`src/rtl/hex_display_mux_if.sv`:
```
// Bus between register/status logic (master) and the 7-segment driver (slave).
// Signal names match the board-level port names of the driver.
interface hex_display_mux_if #(
  parameter int unsigned NUM_DIGITS   = 4,
  parameter int unsigned BRIGHT_WIDTH = 4
);
  logic [4*NUM_DIGITS-1:0] i_data;
  logic [NUM_DIGITS-1:0]   i_dp;
  logic                    i_load;
  logic [BRIGHT_WIDTH-1:0] i_brightness;
  logic                    i_blank_lz;
  logic [NUM_DIGITS-1:0]   o_anodes;
  logic [7:0]              o_segments;
  logic                    o_frame;
  logic                    o_pending;

  modport master (
    output i_data, i_dp, i_load, i_brightness, i_blank_lz,
    input  o_anodes, o_segments, o_frame, o_pending
  );

  modport slave (
    input  i_data, i_dp, i_load, i_brightness, i_blank_lz,
    output o_anodes, o_segments, o_frame, o_pending
  );
endinterface

```
`src/rtl/hex_display_mux.sv`:
```
// Multiplexed common-anode 7-segment driver: PWM brightness, leading-zero blanking and
// frame-synchronous data update. Define HEX_DISPLAY_DP_EN to enable per-digit decimal points.
module hex_display_mux #(
  parameter int unsigned NUM_DIGITS   = 4,
  parameter int unsigned CNT_WIDTH    = 14,
  parameter int unsigned BRIGHT_WIDTH = 4
) (
  input logic              clk,
  input logic              rst_n,
  hex_display_mux_if.slave bus
);
  localparam int unsigned IDX_W = (NUM_DIGITS > 1) ? $clog2(NUM_DIGITS) : 1;
  localparam logic [IDX_W-1:0] LAST_IDX = IDX_W'(NUM_DIGITS - 1);

  logic [CNT_WIDTH-1:0]    cnt_q;
  logic [IDX_W-1:0]        idx_q;
  logic [4*NUM_DIGITS-1:0] stage_data_q, shadow_data_q;
  logic [NUM_DIGITS-1:0]   shadow_dp;
  logic                    pending_q;
  logic [NUM_DIGITS-1:0]   anodes_q, anodes_d;
  logic [7:0]              segments_q, segments_d;
  logic                    frame_q;
  logic                    frame_bnd, take;
  logic [NUM_DIGITS-1:0]   keep;
  logic                    keep_acc;
  logic [3:0]              nibble;
  logic                    pwm_on, lit;

  function automatic logic [7:0] seg_decode(input logic [3:0] n);
    logic [7:0] s;
    unique case (n)
      4'h0: s = 8'hFC;
      4'h1: s = 8'h60;
      4'h2: s = 8'hDA;
      4'h3: s = 8'hF2;
      4'h4: s = 8'h66;
      4'h5: s = 8'hB6;
      4'h6: s = 8'hBE;
      4'h7: s = 8'hE0;
      4'h8: s = 8'hFE;
      4'h9: s = 8'hF6;
      4'hA: s = 8'hEE;
      4'hB: s = 8'h3E;
      4'hC: s = 8'h9C;
      4'hD: s = 8'h7A;
      4'hE: s = 8'h9E;
      4'hF: s = 8'h8E;
    endcase
    return s;
  endfunction

  assign frame_bnd = (&cnt_q) && (idx_q == LAST_IDX);
  // A load on the boundary itself is forwarded straight into the shadow.
  assign take      = frame_bnd && (pending_q || bus.i_load);

  always_ff @(posedge clk or negedge rst_n) begin
    if (!rst_n) begin
      cnt_q <= '0;
      idx_q <= '0;
    end else begin
      cnt_q <= cnt_q + 1'b1;
      if (&cnt_q) begin
        idx_q <= (idx_q == LAST_IDX) ? '0 : idx_q + 1'b1;
      end
    end
  end

  always_ff @(posedge clk or negedge rst_n) begin
    if (!rst_n) begin
      stage_data_q  <= '0;
      shadow_data_q <= '0;
      pending_q     <= 1'b0;
    end else begin
      if (bus.i_load) begin
        stage_data_q <= bus.i_data;
      end
      if (take) begin
        shadow_data_q <= bus.i_load ? bus.i_data : stage_data_q;
        pending_q     <= 1'b0;
      end else if (bus.i_load) begin
        pending_q <= 1'b1;
      end
    end
  end

`ifdef HEX_DISPLAY_DP_EN
  logic [NUM_DIGITS-1:0] stage_dp_q, shadow_dp_q;

  always_ff @(posedge clk or negedge rst_n) begin
    if (!rst_n) begin
      stage_dp_q  <= '0;
      shadow_dp_q <= '0;
    end else begin
      if (bus.i_load) begin
        stage_dp_q <= bus.i_dp;
      end
      if (take) begin
        shadow_dp_q <= bus.i_load ? bus.i_dp : stage_dp_q;
      end
    end
  end

  assign shadow_dp = shadow_dp_q;
`else
  logic unused_dp;
  assign unused_dp = ^bus.i_dp;
  assign shadow_dp = '0;
`endif

  // keep[k]: some digit at or left of k carries a non-zero nibble or a dp.
  always_comb begin
    keep     = '0;
    keep_acc = 1'b0;
    for (int k = int'(NUM_DIGITS) - 1; k >= 0; k--) begin
      keep_acc = keep_acc | (shadow_data_q[4*k +: 4] != 4'h0) | shadow_dp[k];
      keep[k]  = keep_acc;
    end
  end

  always_comb begin
    nibble     = shadow_data_q[idx_q*4 +: 4];
    pwm_on     = cnt_q[CNT_WIDTH-1 -: BRIGHT_WIDTH] < bus.i_brightness;
    lit        = pwm_on && !(bus.i_blank_lz && (idx_q != '0) && !keep[idx_q]);
    anodes_d   = lit ? ~(NUM_DIGITS'(1) << idx_q) : '1;
    segments_d = lit ? (seg_decode(nibble) | {7'b0, shadow_dp[idx_q]}) : 8'h00;
  end

  always_ff @(posedge clk or negedge rst_n) begin
    if (!rst_n) begin
      anodes_q   <= '1;
      segments_q <= '0;
      frame_q    <= 1'b0;
    end else begin
      anodes_q   <= anodes_d;
      segments_q <= segments_d;
      frame_q    <= frame_bnd;
    end
  end

  assign bus.o_anodes   = anodes_q;
  assign bus.o_segments = segments_q;
  assign bus.o_frame    = frame_q;
  assign bus.o_pending  = pending_q;
endmodule

```
`src/flat_wrapper.sv`:
```
// flat-port wrapper written by rule: the top's interface ports become plain ports
module hex_display_mux_flat 
#(
  parameter int unsigned NUM_DIGITS   = 4,
  parameter int unsigned CNT_WIDTH    = 14,
  parameter int unsigned BRIGHT_WIDTH = 4
)
  (clk, rst_n, bus_i_data, bus_i_dp, bus_i_load, bus_i_brightness, bus_i_blank_lz, bus_o_anodes, bus_o_segments, bus_o_frame, bus_o_pending);
  hex_display_mux_if #(.NUM_DIGITS(NUM_DIGITS), .BRIGHT_WIDTH(BRIGHT_WIDTH)) bus_i ();
  input logic clk;
  input logic rst_n;
  input wire logic [$bits(bus_i.i_data)-1:0] bus_i_data;
  input wire logic [$bits(bus_i.i_dp)-1:0] bus_i_dp;
  input wire logic [$bits(bus_i.i_load)-1:0] bus_i_load;
  input wire logic [$bits(bus_i.i_brightness)-1:0] bus_i_brightness;
  input wire logic [$bits(bus_i.i_blank_lz)-1:0] bus_i_blank_lz;
  output wire logic [$bits(bus_i.o_anodes)-1:0] bus_o_anodes;
  output wire logic [$bits(bus_i.o_segments)-1:0] bus_o_segments;
  output wire logic [$bits(bus_i.o_frame)-1:0] bus_o_frame;
  output wire logic [$bits(bus_i.o_pending)-1:0] bus_o_pending;
  assign bus_i.i_data = bus_i_data;
  assign bus_i.i_dp = bus_i_dp;
  assign bus_i.i_load = bus_i_load;
  assign bus_i.i_brightness = bus_i_brightness;
  assign bus_i.i_blank_lz = bus_i_blank_lz;
  assign bus_o_anodes = bus_i.o_anodes;
  assign bus_o_segments = bus_i.o_segments;
  assign bus_o_frame = bus_i.o_frame;
  assign bus_o_pending = bus_i.o_pending;
  hex_display_mux #(.NUM_DIGITS(NUM_DIGITS), .CNT_WIDTH(CNT_WIDTH), .BRIGHT_WIDTH(BRIGHT_WIDTH)) u_core (.clk(clk), .rst_n(rst_n), .bus(bus_i));
endmodule
```
`config.mk`:
```
export PLATFORM = sky130hd
export DESIGN_NAME = hex_display_mux_flat
export DESIGN_NICKNAME = d
export VERILOG_FILES = /design/src/rtl/hex_display_mux_if.sv /design/src/rtl/hex_display_mux.sv /design/src/flat_wrapper.sv
export SDC_FILE = /design/constraint.sdc
export NUM_CORES = 1
export LEC_CHECK = 0
export CORE_ASPECT_RATIO = 0.8
export CORE_UTILIZATION = 30
export DETAILED_ROUTE_END_ITERATION = 12
export SETUP_SLACK_MARGIN = 0.4
export SLEW_MARGIN = 20
export SYNTH_ARGS = -nofsm -noshare
export SYNTH_HDL_FRONTEND = slang
export SYNTH_SLANG_ARGS = --single-unit
```
`constraint.sdc`:
```
create_clock -name clk -period 5.1 [get_ports clk]
set_input_delay 0.51 -clock clk [delete_from_list [all_inputs] [get_ports clk]]
set_output_delay 0.51 -clock clk [all_outputs]
set_load 0.1 [all_outputs]
```
==> out/metrics.yaml <==
outcome:
  status: "completed"
sta:
  hold_ws_ns: 0.343
  timing.setup.tns_ns: 0
  setup_violations: 0
  slew_viol_final: 0
  fin_ws_ns: 2.39
  min_period_over_period_pct: 53.1
  rsz0062_at_grt: "no"
  hold_viol: 0
  worst_pin_slew_ns: 0.988
  maxSlewHeadroom_pct: 33.6
  fin_crit_ns: 2.71
  fmax_mhz: 369
  finClkSkew_ns: 0.00666
global_routing:
  grt_antenna_before_repair: 0
  grt_max_degree: 62
  grt_overflow: 0
  grt_pass1_vias: 1778
  grt_pass1_wl_mm: 8.81
  grt_usage_pct: 11.5
drt:
  wl_per_cell_um: 13.0
  first_pass_iters: 4
  viasPerCell: 4.51
  ant_nets: 0
  drc: 0
  drtIter0Drc: 87
  vias: 1765
  routed_wl_mm: 5.10
floorplanning:
  die_w_um: 112
  ios: 42
  rows: 31
  coreArea_um2: 9270
  start_util_pct: 31.5
  dieArea_um2: 10100
  die_y_um: 90.3
synthesis:
  synthesis.nets: 274
  yosys_warnings: 0
  netlist_area_um2: 2920
  syn_inst: 232
  synth_seq_cells: 61
  yosysTopAreaCell: "dfrtp_1"
  yosysSeqAreaShare_pct: 52.4
  synth_cell_types: 40
  syn_avg_cell_area_um2: 12.6
  synthTopCellsByArea: "dfrtp_1 49%, mux2_2 9.6%, ha_1 6.0%, mux2_4 5.1%, dfstp_2 3.6%"
  synth_top_cell_area_share_pct: 48.8
setup_path:
  arrival_ns: 2.92
  crit_path_end_kind: "flop"
  crit_path_top_delay_cell: "clkdlybuf4s50_1"
  max_stage_delay_ns: 0.98
  cp_cell_sequence: "clkdlybuf4s50_1, nor2_1, and3b_1, mux2_2"
  cp_data_required_time_ns: 5.31
  critPathLaunchType: "input pin"
  crit_type: "in -> reg"
  path_max_fanout: 17
placement:
  place_hpwl_mm: 3.62
  portBuffers: 36
  gp_congestion: 0.754
  dp_cells: 375
  post-place-ws_ns: 2.02
layout:
  num_antenna_cells: 0
  layout.nets: 313
  multi_input_area_um2: 1280
  final_cell_mix: "57 x dfrtp_1, 35 x clkdlybuf4s50_1, 25 x mux2_2"
  final_common_cell: "dfrtp_1"
  register_area_um2: 1530
  layout.cells.non_filler: 391
  nFillCells: 881
  layout-drive-gt1-share_pct: 23.6
  area_growth_pct: 26.5
clock_tree:
  clockRootBuffer: "clkbuf_16"
  postCtsSetupBuffers: 0
  worstSkewPairLatency_ns: 0.33
  clk_path_buf_depth: 2
  cts_htree_levels: 3
  cts-resized-gates: 0
  hold_buffers: 0
  clock-sinks: 61
  path_clk_slew_ns: 0.05
  cts_made_buffers: 9
  cts_tree: "done"
power:
  power_density_nw_per_um2: 333
  p_leak_nw: 1.66
  power.total_mw: 1.23
  peakVddDrop_mv: 0.155
run:
  maxCapViolCount: 0
hold_path:
  hp-class: "in -> async"
final cells by class:
class | count | area share [%]
Multi-Input combinational cell | 149 | 34.5
Sequential cell | 61 | 41.4
Timing Repair Buffer | 37 | 9.81
Inverter | 13 | 1.32
Tap cell | 115 | 3.89
Clock buffer | 11 | 6.83
Clock inverter | 5 | 2.23
critical path: cells and delay by family:
kind          cells  cell delay (ns)
simple gates      2             1.01
buf+inv           1             0.98
mux               1             0.42
metal layers:
metal,up-vias,part of all wire (%),global-route usage (%)
met1,847,51,15.2
met4,0,0.74,4.33
met5,-,0,0
met3,4,4.9,5.23
met2,38,44,16.3
li1,876,-,-
per-stage QoR:
stage | utilization [%] | area (µm²)
finish | 39.9 | 3700
global route | 39.9 | 3700
CTS | 39.9 | 3700
detailed placement | 36.3 | 3360
global placement | 36.3 | 3360
floorplan | - | 2920
synthesized netlist by cell type, drive strengths merged:
| library cell | number |
|---|---|
| and3b | 1 |
| nand3 | 7 |
| inv | 13 |
| o311a | 1 |
| nand2 | 20 |
| ha | 14 |
| nand3b | 1 |
| mux2 | 35 |
| and3 | 5 |
| o21ai | 8 |
| a211oi | 1 |
| nand4 | 1 |
| o211a | 1 |
| dfrtp | 57 |
| xnor2 | 9 |
| a31oi | 1 |
| clkbuf | 2 |
| nor2 | 11 |
| conb | 1 |
| mux2i | 6 |
| o32a | 1 |
| a21oi | 4 |
| a21boi | 1 |
| nor3 | 4 |
| xor2 | 5 |
| nor3b | 1 |
| nor4 | 4 |
| mux4 | 3 |
| buf | 7 |
| dfstp | 4 |
| o22ai | 1 |
| and2 | 2 |
power by group:
part           switching (mW)  total (mW)  internal, mW  leakage, nW
clock network           0.207       0.661         0.454        0.166
logic                  0.0372      0.0682        0.0311        0.743
registers             0.00315       0.502         0.499        0.753
total                   0.247        1.23         0.984         1.66
path summary, 6_finish.rpt:
| kind | from | endpoint | slack (ns) | depth (start not counted) |
|---|---|---|---|---|
| max | bus_i_load | u_core.shadow_data_q[2] | 2.39 | 4 |
| min | rst_n | u_core.stage_data_q[3] | 0.34 | 2 |
| max reg2reg | u_core.cnt_q[0] | u_core.shadow_data_q[2] | 2.64 | 6 |
| min reg2reg | u_core.cnt_q[0] | u_core.cnt_q[0] | 0.45 | 1 |
| max in group asynchronous | rst_n | u_core.bus.o_segments[6] | 4.27 | 2 |
| min in group clk | u_core.cnt_q[0] | u_core.cnt_q[0] | 0.45 | 1 |
sequential cells by signal, summed over array words and instances (netlist names):
signal and flops:
u_core.bus.o_anodes 4, u_core.bus.o_frame 1, u_core.bus.o_pending 1, u_core.bus.o_segments 7
u_core.cnt_q 14, u_core.idx_q 2, u_core.shadow_data_q 16, u_core.stage_data_q 16
cells by family (layout without fill, tap and decap cells):
group	count (synthesis)	in the layout	share of synthesized area, %
AO/OA/AOI/OAI	19	19	4.02
AND/OR/NAND/NOR	57	57	10.2
multiplexers	44	44	19.1
other	1	1	0.128
flip-flops	61	61	52.4
adder cells (fa/ha/maj)	14	14	5.99
buffers and inverters	22	66	3.94
XOR/XNOR	14	14	4.20
(Power assumes the default switching activity.)
